$ cat src/rtl/cu_port_arbiter.sv
// Two-requester round-robin arbiter for the single-beat CU register port; the owner keeps the grant while it requests.
// Read latency is 4 cycles with a 1-cycle CU. CU_ARB_TIMEOUT_EN adds a watchdog on the WAIT state.
module cu_port_arbiter #(
    parameter int DATA_WIDTH     = 16,
    parameter int ADDR_WIDTH     = 16,
    parameter int TIMEOUT_CYCLES = 255
) (
    input  logic                  clk,
    input  logic                  rstn,
    input  logic                  rq0_rd_rqst_i,
    input  logic                  rq0_wr_rqst_i,
    input  logic [ADDR_WIDTH-1:0] rq0_addr_i,
    input  logic [DATA_WIDTH-1:0] rq0_wdata_i,
    input  logic                  rq1_rd_rqst_i,
    input  logic                  rq1_wr_rqst_i,
    input  logic [ADDR_WIDTH-1:0] rq1_addr_i,
    input  logic [DATA_WIDTH-1:0] rq1_wdata_i,
    output logic                  rq0_grant_o,
    output logic [DATA_WIDTH-1:0] rq0_rdata_o,
    output logic                  rq0_rdata_valid_o,
    output logic                  rq0_ack_o,
    output logic                  rq1_grant_o,
    output logic [DATA_WIDTH-1:0] rq1_rdata_o,
    output logic                  rq1_rdata_valid_o,
    output logic                  rq1_ack_o,
    output logic                  cu_rd_o,
    output logic                  cu_wr_o,
    output logic [ADDR_WIDTH-1:0] cu_addr_o,
    output logic [DATA_WIDTH-1:0] cu_wdata_o,
    input  logic [DATA_WIDTH-1:0] cu_rdata_i,
    input  logic                  cu_rdata_valid_i,
    input  logic                  cu_ack_i,
    output logic                  arb_timeout_o
);

    typedef enum logic [1:0] {S_IDLE, S_ISSUE, S_WAIT, S_GAP} state_t;

    state_t                state_q, state_d;
    logic                  owner_q, owner_d;
    logic                  rr_q, rr_d;
    logic                  op_wr_q, op_wr_d;
    logic                  grant0_q, grant0_d, grant1_q, grant1_d;
    logic [DATA_WIDTH-1:0] rdata0_q, rdata0_d, rdata1_q, rdata1_d;
    logic                  rvalid0_q, rvalid0_d, rvalid1_q, rvalid1_d;
    logic                  ack0_q, ack0_d, ack1_q, ack1_d;
    logic                  cu_rd_q, cu_rd_d, cu_wr_q, cu_wr_d;
    logic [ADDR_WIDTH-1:0] cu_addr_q, cu_addr_d;
    logic [DATA_WIDTH-1:0] cu_wdata_q, cu_wdata_d;

    logic                  req0, req1;
    logic                  own_req, own_wr;
    logic [ADDR_WIDTH-1:0] own_addr;
    logic [DATA_WIDTH-1:0] own_wdata;
    logic                  resp, expire;
    logic [DATA_WIDTH-1:0] rsp_data;

    assign req0      = rq0_rd_rqst_i | rq0_wr_rqst_i;
    assign req1      = rq1_rd_rqst_i | rq1_wr_rqst_i;
    assign own_req   = owner_q ? req1 : req0;
    assign own_wr    = owner_q ? rq1_wr_rqst_i : rq0_wr_rqst_i;
    assign own_addr  = owner_q ? rq1_addr_i : rq0_addr_i;
    assign own_wdata = owner_q ? rq1_wdata_i : rq0_wdata_i;

    // Only the response type matching the issued op counts; the other strobe is ignored.
    assign resp     = (state_q == S_WAIT) && (op_wr_q ? cu_ack_i : cu_rdata_valid_i);
    assign rsp_data = resp ? cu_rdata_i : '0;

`ifdef CU_ARB_TIMEOUT_EN
    logic [7:0] cnt_q, cnt_d;
    logic       tmo_q, tmo_d;

    assign expire = (state_q == S_WAIT) && (TIMEOUT_CYCLES != 0) &&
                    (cnt_q == 8'(TIMEOUT_CYCLES - 1));

    always_comb begin
        cnt_d = (state_q == S_WAIT) ? cnt_q + 8'd1 : 8'd0;
        tmo_d = expire && !resp;
    end

    always_ff @(posedge clk) begin
        if (!rstn) begin
            cnt_q <= 8'd0;
            tmo_q <= 1'b0;
        end else begin
            cnt_q <= cnt_d;
            tmo_q <= tmo_d;
        end
    end

    assign arb_timeout_o = tmo_q;
`else
    // The watchdog limit only matters when the timeout build is enabled.
    localparam int unused_timeout_cycles = TIMEOUT_CYCLES;
    assign expire        = 1'b0;
    assign arb_timeout_o = 1'b0;
`endif

    always_comb begin
        state_d    = state_q;
        owner_d    = owner_q;
        rr_d       = rr_q;
        op_wr_d    = op_wr_q;
        grant0_d   = grant0_q;
        grant1_d   = grant1_q;
        rdata0_d   = rdata0_q;
        rdata1_d   = rdata1_q;
        rvalid0_d  = 1'b0;
        rvalid1_d  = 1'b0;
        ack0_d     = 1'b0;
        ack1_d     = 1'b0;
        cu_rd_d    = 1'b0;
        cu_wr_d    = 1'b0;
        cu_addr_d  = cu_addr_q;
        cu_wdata_d = cu_wdata_q;
        case (state_q)
            S_IDLE: begin
                if (req0 || req1) begin
                    // Pointer holder wins if requesting, otherwise the other side.
                    owner_d  = rr_q ? req1 : !req0;
                    grant0_d = !owner_d;
                    grant1_d = owner_d;
                    state_d  = S_ISSUE;
                end
            end
            S_ISSUE: begin
                if (own_req) begin
                    cu_addr_d  = own_addr;
                    cu_wdata_d = own_wdata;
                    op_wr_d    = own_wr;
                    cu_wr_d    = own_wr;
                    cu_rd_d    = !own_wr;
                    state_d    = S_WAIT;
                end else begin
                    grant0_d = 1'b0;
                    grant1_d = 1'b0;
                    rr_d     = !owner_q;
                    state_d  = S_IDLE;
                end
            end
            S_WAIT: begin
                if (resp || expire) begin
                    state_d = S_GAP;
                    if (op_wr_q) begin
                        ack0_d = !owner_q;
                        ack1_d = owner_q;
                    end else if (owner_q) begin
                        rdata1_d  = rsp_data;
                        rvalid1_d = 1'b1;
                    end else begin
                        rdata0_d  = rsp_data;
                        rvalid0_d = 1'b1;
                    end
                end
            end
            S_GAP:   state_d = S_ISSUE;
            default: state_d = S_IDLE;
        endcase
    end

    always_ff @(posedge clk) begin
        if (!rstn) begin
            state_q    <= S_IDLE;
            owner_q    <= 1'b0;
            rr_q       <= 1'b0;
            op_wr_q    <= 1'b0;
            grant0_q   <= 1'b0;
            grant1_q   <= 1'b0;
            rdata0_q   <= '0;
            rdata1_q   <= '0;
            rvalid0_q  <= 1'b0;
            rvalid1_q  <= 1'b0;
            ack0_q     <= 1'b0;
            ack1_q     <= 1'b0;
            cu_rd_q    <= 1'b0;
            cu_wr_q    <= 1'b0;
            cu_addr_q  <= '0;
            cu_wdata_q <= '0;
        end else begin
            state_q    <= state_d;
            owner_q    <= owner_d;
            rr_q       <= rr_d;
            op_wr_q    <= op_wr_d;
            grant0_q   <= grant0_d;
            grant1_q   <= grant1_d;
            rdata0_q   <= rdata0_d;
            rdata1_q   <= rdata1_d;
            rvalid0_q  <= rvalid0_d;
            rvalid1_q  <= rvalid1_d;
            ack0_q     <= ack0_d;
            ack1_q     <= ack1_d;
            cu_rd_q    <= cu_rd_d;
            cu_wr_q    <= cu_wr_d;
            cu_addr_q  <= cu_addr_d;
            cu_wdata_q <= cu_wdata_d;
        end
    end

    assign rq0_grant_o       = grant0_q;
    assign rq1_grant_o       = grant1_q;
    assign rq0_rdata_o       = rdata0_q;
    assign rq1_rdata_o       = rdata1_q;
    assign rq0_rdata_valid_o = rvalid0_q;
    assign rq1_rdata_valid_o = rvalid1_q;
    assign rq0_ack_o         = ack0_q;
    assign rq1_ack_o         = ack1_q;
    assign cu_rd_o           = cu_rd_q;
    assign cu_wr_o           = cu_wr_q;
    assign cu_addr_o         = cu_addr_q;
    assign cu_wdata_o        = cu_wdata_q;

endmodule
$ cat config.mk
export PLATFORM = sky130hd
export DESIGN_NAME = cu_port_arbiter
export DESIGN_NICKNAME = d
export VERILOG_FILES = /design/src/rtl/cu_port_arbiter.sv
export SDC_FILE = /design/constraint.sdc
export NUM_CORES = 1
export LEC_CHECK = 0
export ABC_CLOCK_PERIOD_IN_PS = 2800
export CAP_MARGIN = 5
export CORE_UTILIZATION = 45
export CTS_BUF_LIST = sky130_fd_sc_hd__clkbuf_4
export CTS_CLUSTER_SIZE = 10
export DETAILED_ROUTE_END_ITERATION = 10
export GPL_TIMING_DRIVEN = 0
export PLACE_DENSITY = 0.88
export SKIP_LAST_GASP = 1
export SLEW_MARGIN = 20
export SYNTH_ARGS = -nofsm -noshare
export SYNTH_HDL_FRONTEND = slang
export SYNTH_SLANG_ARGS = --single-unit
$ cat constraint.sdc
create_clock -name clk -period 2.8 [get_ports clk]
set_input_delay 0.7 -clock clk [delete_from_list [all_inputs] [get_ports clk]]
set_output_delay 0.7 -clock clk [all_outputs]
set_load 0.03 [all_outputs]
==> results.sh <==
export IMPL_status="finished, final reports clean"
export IMPL_finalNetCount=611
export IMPL_ant_nets=0
export IMPL_post_route_util_pct=73.9
export IMPL_setup_slack_ns=0.617
export IMPL_max_freq_mhz=458
export IMPL_coreArea_mm2=0.00694
export IMPL_die_area_mm2=0.00770
export IMPL_hold_buffers=0
export IMPL_topRoutingLayerUsed="met4"
export IMPL_postCtsSetupBuffers=0
export IMPL_clk_pin_slew_worst_paths_ns=0.13
export IMPL_place_congestion=0.825
export IMPL_grt_max_degree=14
export IMPL_worst_setup_path_start_kind="register"
export IMPL_avgSynthCellArea_um2=9.49
export IMPL_yosysWarnings=0
export IMPL_drt_met1_wl_um=3820
export IMPL_cts_path_max_buffers=2
export IMPL_die_height_um=87.8
export IMPL_routed_wl_um=9370
export IMPL_critPathMaxStageDelay_ns=0.72
export IMPL_wl_met2_um=4850
export IMPL_yosysMostFrequentCell="dfxtp_1"
export IMPL_async_reset_ff_share_pct=0
export IMPL_skew_ns=0.0146
export IMPL_antenna_found_initial=0
export IMPL_cp_num_buf_inv=1
export IMPL_htreeDepth=3
export IMPL_cp_top_family="buffers and inverters"
export IMPL_end_kind="output port"
export IMPL_p_leak_nw=1.75
export IMPL_n_antenna_cell=0
export IMPL_grt_overflow=0
export IMPL_maxSlewViolCount=0
export IMPL_drt_pass1_iterations=4
export IMPL_cts_tree="built"
export IMPL_synth_edff_count=0
export IMPL_timing_setup_tns_ns=0
export IMPL_arrival_ns=1.48
export IMPL_dr_first_iter_drc_count=110
export IMPL_p_per_area_mw_per_mm2=489
export IMPL_tightestPinTransition_ns=0.735
export IMPL_synth_ff_type="dfxtp_1"
export IMPL_ys_top_cells_by_area="dfxtp_1 47%, a211oi_2 12%, mux2i_1 10%, nand2_1 7.7%, a21oi_1 5.4%"
export IMPL_clk_latency_ns=0.40
export IMPL_hpwl_um=7380
export IMPL_post_drt_wl_per_cell_um=15.1
export IMPL_initial_core_util_pct=47.7
export IMPL_port_buffers=159
export IMPL_cts_buffers=9
export IMPL_synth_top_area_share_pct=46.6
export IMPL_clockRootBuffer="clkbuf_4"
export IMPL_num_rows=30
export IMPL_synth_seq_cells=77
export IMPL_synth_cell_type_count=31
export IMPL_min_path_type="reg -> reg"
export IMPL_worstSetupPathType="reg -> out"
export IMPL_fin_crit_sh_pct=78.0
export IMPL_num_vias=3083
export IMPL_period_needed_ns=2.18
export IMPL_drive_gt1_share_pct=14.0
export IMPL_wl_met3_um=386
export IMPL_worstPathMaxFanout=2
export IMPL_ys_top_cells_by_count="77 x dfxtp_1, 68 x nand2_1, 44 x nor2_1"
export IMPL_slew_headroom_pct=51.0
export IMPL_vias_per_cell=4.98
export IMPL_hold_violations=0
export IMPL_pre_cts_slack_ns=0.367
export IMPL_dieWidth_um=87.8
export IMPL_setup_viol_count_final=0
export IMPL_syn_inst=349
export IMPL_rsz0062_at_grt="false"
export IMPL_clock_sinks=77
export IMPL_netlist_area_mm2=0.00331
export IMPL_vdd_drop_max_mv=0.314
export IMPL_cp_slowest_cell="clkdlybuf4s50_1"
export IMPL_grt_use_total_pct=25.1
export IMPL_nFillCells=526
export IMPL_io_pins=161
export IMPL_cts_resized=0
export IMPL_ys_seq_area_share_pct=46.6
export IMPL_first_global_vias=3196
export IMPL_required_ns=2.10
export IMPL_synth_fp_nets=441
export IMPL_route_detailed_drc=0
export IMPL_area_delta_synth_final_pct=54.9
export IMPL_drv_cap=0
export IMPL_cp_cell_sequence="clkdlybuf4s50_1"
export IMPL_yosys_area_top_type="dfxtp_1"
export IMPL_grt_pass1_wl_um=14800
worst paths after layout:
check | from | depth (start not counted) | slack [ns] | end
worst max-delay path | cu_wdata_o[3]$_SDFFE_PN0P_ | 1 | 0.62 | cu_wdata_o[3]
worst min-delay path | rq1_rdata_o[14]$_SDFFE_PN0P_ | 2 | 0.46 | rq1_rdata_o[14]$_SDFFE_PN0P_
worst max register to register | state_q[0]$_SDFFE_PN0P_ | 8 | 0.98 | rq1_rdata_o[10]$_SDFFE_PN0P_
worst min register to register | rq1_rdata_o[14]$_SDFFE_PN0P_ | 2 | 0.46 | rq1_rdata_o[14]$_SDFFE_PN0P_
sequential cells by signal, indices dropped and copies added (netlist names):
register,cells
cu_addr_o,16
cu_wr_o,1
rr_q,1
rq0_ack_o,1
rq0_rdata_valid_o,1
owner_q,1
rq0_rdata_o,16
op_wr_q,1
state_q,2
cu_wdata_o,16
rq0_grant_o,1
rq1_grant_o,1
rq1_rdata_valid_o,1
rq1_rdata_o,16
rq1_ack_o,1
cu_rd_o,1
cells in the final DEF (no fill, tap or decap), types with 2 or more instances in the layout:
| master | synthesis | final |
|---|---|---|
| or3_1 | 2 | 2 |
| buf_2 | 9 | 9 |
| dfxtp_1 | 77 | 77 |
| ha_1 | 4 | 4 |
| clkbuf_1 | 7 | 7 |
| nor2_1 | 44 | 44 |
| a211oi_2 | 32 | 32 |
| a21oi_1 | 36 | 36 |
| mux2i_1 | 34 | 34 |
| clkbuf_4 | 0 | 9 |
| clkinvlp_4 | 0 | 2 |
| inv_1 | 4 | 4 |
| clkinv_2 | 0 | 3 |
| nor3_2 | 2 | 2 |
| buf_6 | 5 | 5 |
| o21ai_0 | 4 | 4 |
| clkdlybuf4s50_1 | 0 | 159 |
| nand2_1 | 68 | 68 |
| buf_4 | 5 | 5 |
worst register-to-register path, delay by kind of cell (launching register included):
| kind | cells | cell delay (ns) |
|---|---|---|
| and+or+nand+nor | 3 | 0.60 |
| adders and majority gates | 1 | 0.22 |
| DFF | 1 | 0.36 |
| buffers and inverters | 3 | 0.47 |
| AOI/OAI and AO/OA | 1 | 0.06 |
power breakdown:
group          switching (mW)  internal, mW
clock network           0.383         0.176
logic                   0.390         0.355
registers              0.0393          1.17
cell type report:
type	instances	area, um^2	area share, %
Inverter	5	18.8	0.366
Tap cell	96	120	2.34
Buffer	26	165	3.22
Clock inverter	6	38.8	0.756
Multi-Input combinational cell	241	1590	30.9
Clock buffer	9	67.6	1.32
Sequential cell	77	1540	30.1
Timing Repair Buffer	159	1590	31.0
logic make-up (layout without fill, tap and decap cells):
kind of cell    after synthesis  count (layout)  share of synthesized area (%)
simple gates                121             121                           15.1
flops                        77              77                           46.6
buf+inv                      31             205                           5.56
mux                          35              35                           10.6
fa+ha+maj                     4               4                           1.51
other cells                   1               1                          0.113
compound gates               80              80                           20.5
stage by stage:
stage / hold WS, ns / area (um^2) / std cells / power [mW]
after floorplan: 0.511 / 3310 / 349 / 1.65
after global placement: 0.442 / 5020 / 604 / 1.95
after detailed placement: 0.450 / 5020 / 604 / 1.98
after CTS: 0.469 / 5130 / 619 / 2.52
after global routing: 0.479 / 5130 / 619 / 2.63
final: 0.465 / 5130 / 619 / 2.51
per-layer routing:
| layer | vias up | track usage, % |
|---|---|---|
| li1 | 1537 | - |
| met1 | 1435 | 29.2 |
| met2 | 87 | 43.8 |
| met3 | 24 | 5.09 |
| met4 | 0 | 12.5 |
| met5 | - | 0 |
No activity file was read; power rests on OpenSTA's default activity.
